## config.mk

```make
export PLATFORM = sky130hd
export DESIGN_NAME = mw_writeback
export DESIGN_NICKNAME = d
export VERILOG_FILES = /design/src/rtl/mw_writeback.sv
export SDC_FILE = /design/constraint.sdc
export NUM_CORES = 1
export LEC_CHECK = 0
export ABC_CLOCK_PERIOD_IN_PS = 1850
export BUFFER_PORTS_ARGS = -buffer_cell sky130_fd_sc_hd__clkbuf_2
export CAP_MARGIN = 30
export CORE_MARGIN = 4
export CORE_UTILIZATION = 49
export CTS_BUF_LIST = sky130_fd_sc_hd__clkbuf_2 sky130_fd_sc_hd__clkbuf_4 sky130_fd_sc_hd__clkbuf_8
export DETAILED_ROUTE_END_ITERATION = 7
export GPL_ROUTABILITY_DRIVEN = 0
export PLACE_DENSITY = 0.79
export RECOVER_POWER = 25
export SYNTH_ARGS = -nofsm -noshare
export SYNTH_HDL_FRONTEND = slang
export SYNTH_SLANG_ARGS = --single-unit
```

## constraint.sdc

```tcl
create_clock -name clk -period 1.85 [get_ports clk]
set_input_delay 0.185 -clock clk [delete_from_list [all_inputs] [get_ports clk]]
set_output_delay 0.185 -clock clk [all_outputs]
set_load 0.05 [all_outputs]
```

## src/rtl/mw_writeback.sv

```systemverilog
// Memory-to-writeback pipeline register with load extraction, GRF write-data mux
// and a retired-instruction counter.
module mw_writeback (
    input  logic        clk,
    input  logic        reset,
    input  logic        hold,
    input  logic        flush,
    input  logic        valid_3,
    input  logic [31:0] PC_3,
    input  logic [4:0]  A3_3,
    input  logic        RegWr_3,
    input  logic [1:0]  WDSel_3,
    input  logic [31:0] ALUOut_3,
    input  logic [31:0] DMRead_3,
    input  logic [2:0]  LdType_3,
    output logic [31:0] WPC,
    output logic [4:0]  A3_4,
    output logic        RegWr_4,
    output logic [31:0] WD_4,
    output logic [31:0] RetireCnt
);

    localparam int unsigned XLEN   = 32;
    localparam int unsigned REG_AW = 5;
    localparam int unsigned SEL_W  = 2;
    localparam int unsigned LD_W   = 3;

    typedef enum logic [SEL_W-1:0] {
        WD_ALU  = 2'b00,
        WD_LOAD = 2'b01,
        WD_LINK = 2'b10,
        WD_ALU2 = 2'b11
    } wd_sel_e;

    typedef enum logic [LD_W-1:0] {
        LD_LW  = 3'd0,
        LD_LB  = 3'd1,
        LD_LBU = 3'd2,
        LD_LH  = 3'd3,
        LD_LHU = 3'd4
    } ld_type_e;

    typedef struct packed {
        logic              valid;
        logic [XLEN-1:0]   pc;
        logic [REG_AW-1:0] a3;
        logic              reg_wr;
        logic [SEL_W-1:0]  wd_sel;
        logic [XLEN-1:0]   alu_out;
        logic [XLEN-1:0]   dm_read;
        logic [LD_W-1:0]   ld_type;
    } w_entry_t;

    w_entry_t        entry_q, entry_d;
    logic [XLEN-1:0] retire_cnt_q, retire_cnt_d;

    logic [7:0]      ld_byte;
    logic [15:0]     ld_half;
    logic [XLEN-1:0] ld_data;
    logic [XLEN-1:0] wd;

    // Next-state: flush beats hold beats capture; the counter looks at the pre-edge entry.
    always_comb begin
        entry_d      = entry_q;
        retire_cnt_d = retire_cnt_q;
        if (entry_q.valid && !hold) begin
            retire_cnt_d = retire_cnt_q + XLEN'(1);
        end
        if (flush) begin
            entry_d = '0;
        end else if (!hold) begin
            entry_d.valid   = valid_3;
            entry_d.pc      = PC_3;
            entry_d.a3      = A3_3;
            entry_d.reg_wr  = RegWr_3;
            entry_d.wd_sel  = WDSel_3;
            entry_d.alu_out = ALUOut_3;
            entry_d.dm_read = DMRead_3;
            entry_d.ld_type = LdType_3;
        end
    end

    always_ff @(posedge clk) begin
        if (!reset) begin
            entry_q      <= '0;
            retire_cnt_q <= '0;
        end else begin
            entry_q      <= entry_d;
            retire_cnt_q <= retire_cnt_d;
        end
    end

    // Load extraction from the aligned word using the registered byte offset.
    always_comb begin
        ld_byte = 8'(entry_q.dm_read >> {entry_q.alu_out[1:0], 3'b000});
        ld_half = entry_q.alu_out[1] ? entry_q.dm_read[31:16] : entry_q.dm_read[15:0];
        ld_data = entry_q.dm_read;
        case (entry_q.ld_type)
            LD_LB:   ld_data = {{24{ld_byte[7]}}, ld_byte};
            LD_LBU:  ld_data = {24'h0, ld_byte};
            LD_LH:   ld_data = {{16{ld_half[15]}}, ld_half};
            LD_LHU:  ld_data = {16'h0, ld_half};
            default: ld_data = entry_q.dm_read;
        endcase
    end

    always_comb begin
        wd = entry_q.alu_out;
        case (entry_q.wd_sel)
            WD_LOAD: wd = ld_data;
            WD_LINK: wd = entry_q.pc + XLEN'(8);
            default: wd = entry_q.alu_out;
        endcase
    end

    // A held entry must not write, so the same write is never issued twice.
    assign RegWr_4   = entry_q.valid && entry_q.reg_wr && !hold && (entry_q.a3 != '0);
    assign WD_4      = wd;
    assign WPC       = entry_q.pc;
    assign A3_4      = entry_q.a3;
    assign RetireCnt = retire_cnt_q;

endmodule
```

==> impl_metrics.csv <==
group,metric,value,unit
status,status,"complete, but fails checks",
status,violations,"capacitance limit, slew limit, setup timing",
routing,drt_pass1_iterations,8,
power_and_ir_drop,p_int,5.35,mW
timing,setup_viol,38,
yosys,synthesis.nets,957,
yosys,synth_common_cells,"nor2_1, dfxtp_1, mux2i_1, nand2_1, buf_4",
timing,fmax,359,MHz
power_and_ir_drop,p_sw,2.29,mW
cells_and_area,antenna_cells,0,
power_and_ir_drop,switching_share,30.0,%
critical_path,worstPathCellList,"ha_4 -> nand4_4 -> nor3_4 -> buf_4 -> nand3_1 -> xor2_2 -> o221ai_4 -> buf_8",
critical_path,r2r_start,"RetireCnt[0]",
routing,postRouteAntennaNets,0,
power_and_ir_drop,p_leak,5.43,nW
min_path,hp-class,"primary input to flip-flop",
power_and_ir_drop,total_power,7.64,mW
critical_path,crit_path_top_delay_cell,"xor2_2",
place,port_buffers,213,
min_path,holdPathEnd,"WPC[30]",
floorplan,start_util,50.6,%
cts,clock_sinks,140,
power_and_ir_drop,seqPwrFrac,41.7,%
floorplan,rows,44,
critical_path,regToRegSetupSlack,0.05,ns
critical_path,r2r-end,"RetireCnt[24]",
yosys,yosysSeqAreaShare,37.6,%
cts,cts.htree.levels,4,
cts,cts_root_buffer,"clkbuf_8",
timing,slew_headroom,-5.11,%
global_route,busiest_layer,"met2",
cts,clock_path_buffers,2,
cells_and_area,area_delta_synth_final,67.3,%
routing,wl_per_cell,26.5,um
flow_run,maxCapViolations,1,
power_and_ir_drop,p_per_area,614,nW/um^2
cells_and_area,drive_gt1_share,43.9,%
global_route,grt.met1_usage,41.1,%
yosys,ys_ff_latch,140,
power_and_ir_drop,comb_power_share,20.6,%
floorplan,die_area,17200,sq um
yosys,syn_inst,841,
cells_and_area,nFillCells,660,
yosys,synth_top_cell_area_share,37.6,%
routing,via_per_inst,6.34,
yosys,ys_types,60,
floorplan,fp.dieW,131,um
floorplan,dieHeight,131,um
critical_path,cp.arrival,2.60,ns
global_route,grt-ovfl-total,0,
critical_path,crit_path_max_incr_delay,0.38,ns
place,hpwl,17700,um
global_route,met2_usage,61.1,%
yosys,synthesis.area,7440,sq um
routing,detail_route.iter0.violations,1290,
yosys,yosysWarnings,0,
floorplan,ioPinCount,214,
timing,final.setup.tns,-23.33,ns
timing,drv_slew,78,
routing,wirelength,37600,um
timing,fin_crit_sh,151,%
global_route,antenna_found_initial,1,
power_and_ir_drop,pwr-share-clk,37.7,%
yosys,synth_edf_count,0,
timing,setup_ws,-0.935,ns
cells_and_area,multi_input_area,5100,sq um
global_route,gr-usage-met3,11.5,%
power_and_ir_drop,ir_drop,0.582,mV
timing,finalCriticalPeriod,2.78,ns
timing,worst_pin_slew,1.58,ns
yosys,synth_top_cell_by_area,"dfxtp_1",
timing,fin_skew,0.00998,ns
cells_and_area,nets,1341,
critical_path,crit_path_start_kind,"flip-flop",
routing,vias,9016,
yosys,ys.flop_type,"dfxtp_1",
yosys,yosys-top-cells-area,"dfxtp_1, mux2i_1, nor2_1, buf_4, xnor2_1",
cts,clkTransAtPathRegs,0.08,ns
critical_path,cp_data_required_time,1.66,ns
routing,drc,0,
cts,cts_tree,"yes",
cells_and_area,regArea,2870,sq um
yosys,synthArstFlopShare,0,%
min_path,min-delay-start,"PC_3[30]",
yosys,yosysMostFrequentCell,"nor2_1",
global_route,grt_max_degree,109,
cts,clock_latency,0.47,ns
global_route,grtUsageTotal,36.4,%
critical_path,rr_worst_depth,7,
global_route,first_global_vias,8671,
cts,cts_inserted_buffers,17,
floorplan,core_area,14700,sq um
timing,rsz0062_at_grt,"true",
critical_path,crit_type,"flip-flop to output port",
yosys,avgSynthCellArea,8.85,sq um
global_route,grt_pass1_wl,49500,um
critical_path,worstPathMaxFanout,4,
timing,final_hold_viol_count,0,
critical_path,worst_setup_path_end_kind,"output port",
min_path,hold-path-cell-count,3,
routing by layer:
| layer | part of all wire, % | routed length [um] |
|---|---|---|
| met1 | 33 | 12400 |
| met2 | 46 | 17300 |
| met3 | 12 | 4520 |
| met4 | 9.2 | 3470 |
| met5 | 0.035 | 13 |
logic make-up (layout without fill, tap and decap cells):
group | Yosys count | in the layout | synth area share, %
and+or+nand+nor | 328 | 328 | 22.3
DFF | 140 | 140 | 37.6
muxes | 119 | 119 | 16.1
buffers and inverters | 102 | 499 | 7.53
AOI/OAI and AO/OA | 87 | 87 | 8.57
xor gates and xnor gates | 61 | 61 | 7.28
adders and majority gates | 4 | 4 | 0.672
timing repair:
| action | CTS | global route |
|---|---|---|
| hold endpoints to repair | 105 | 1 |
| buffers inserted | 21 | 17 |
| pin swaps | 48 | 36 |
| resized for setup | 153 | 83 |
| gates cloned | 2 | 1 |
| hold buffers | 105 | 1 |
| setup endpoints to repair | 33 | 35 |
final cells by class:
class / instances / share of cell area, %
Multi-Input combinational cell: 599 / 41.0
Timing Repair Buffer: 452 / 30.1
Sequential cell: 140 / 23.0
Clock buffer: 22 / 2.23
Tap cell: 184 / 1.85
Clock inverter: 10 / 1.32
Inverter: 15 / 0.492
stage by stage:
stage	std cells	util (%)	area, sq um	hold WS [ns]	worst slack, ns
floorplan	841	-	7880	0.312	-0.224
global placement	1247	65.7	9660	0.413	-0.265
detailed placement	1247	65.7	9660	0.421	-0.335
CTS	1406	81.6	12000	0.00480	-0.653
global route	1422	84.7	12500	0.0176	-0.990
finish	1422	84.7	12500	0.00839	-0.935
power groups by stage:
stage / clock [mW] / combinational [mW] / sequential, mW
after floorplan: 0 / 0.698 / 3.21
after global placement: 0 / 1.06 / 3.23
after detailed placement: 0 / 1.08 / 3.24
after CTS: 2.80 / 1.36 / 3.17
after global routing: 2.97 / 1.61 / 3.19
final: 2.88 / 1.57 / 3.19
critical path: cells and delay by family, from the launching register on:
kind | cells | cell delay (ns)
AO/OA/AOI/OAI | 1 | 0.22
AND/OR/NAND/NOR | 3 | 0.57
flip-flops | 1 | 0.37
XOR/XNOR | 1 | 0.38
buffers and inverters | 2 | 0.43
adder cells (fa/ha/maj) | 1 | 0.16
state kept, by name (all words and copies together), names as in the netlist:
signal and flops:
WPC 32, entry_q 71, RetireCnt 32, A3_4 5
cells in the final DEF (no fill, tap or decap), types with 7 or more instances in the layout:
master	n
a21oi_2	7
and2_1	30
buf_12	20
buf_4	99
buf_6	23
buf_8	15
clkbuf_2	180
clkbuf_8	20
dfxtp_1	106
dfxtp_2	26
dfxtp_4	8
dlygate4sd3_1	106
inv_1	13
mux2i_1	112
nand2_1	34
nand2_2	8
nand3_1	20
nand4_1	18
nor2_1	142
nor2_4	10
nor2b_1	7
o21ai_0	7
o221ai_4	18
xnor2_1	30
xor2_1	15
xor2_2	9
worst max path at each step:
stage | end | cells past startpoint | from | slack, ns
2_1_floorplan | WD_4[10] | 7 | entry_q[67] | -0.22
3_3_place_gp | WD_4[13] | 7 | entry_q[1] | -0.26
3_5_place_dp | WD_4[13] | 7 | entry_q[1] | -0.34
4_1_cts | WD_4[31] | 7 | WPC[4] | -0.65
5_1_grt | WD_4[27] | 8 | WPC[4] | -0.99
6_report | WD_4[27] | 8 | WPC[4] | -0.93
No activity file was read; power rests on OpenSTA's default activity.
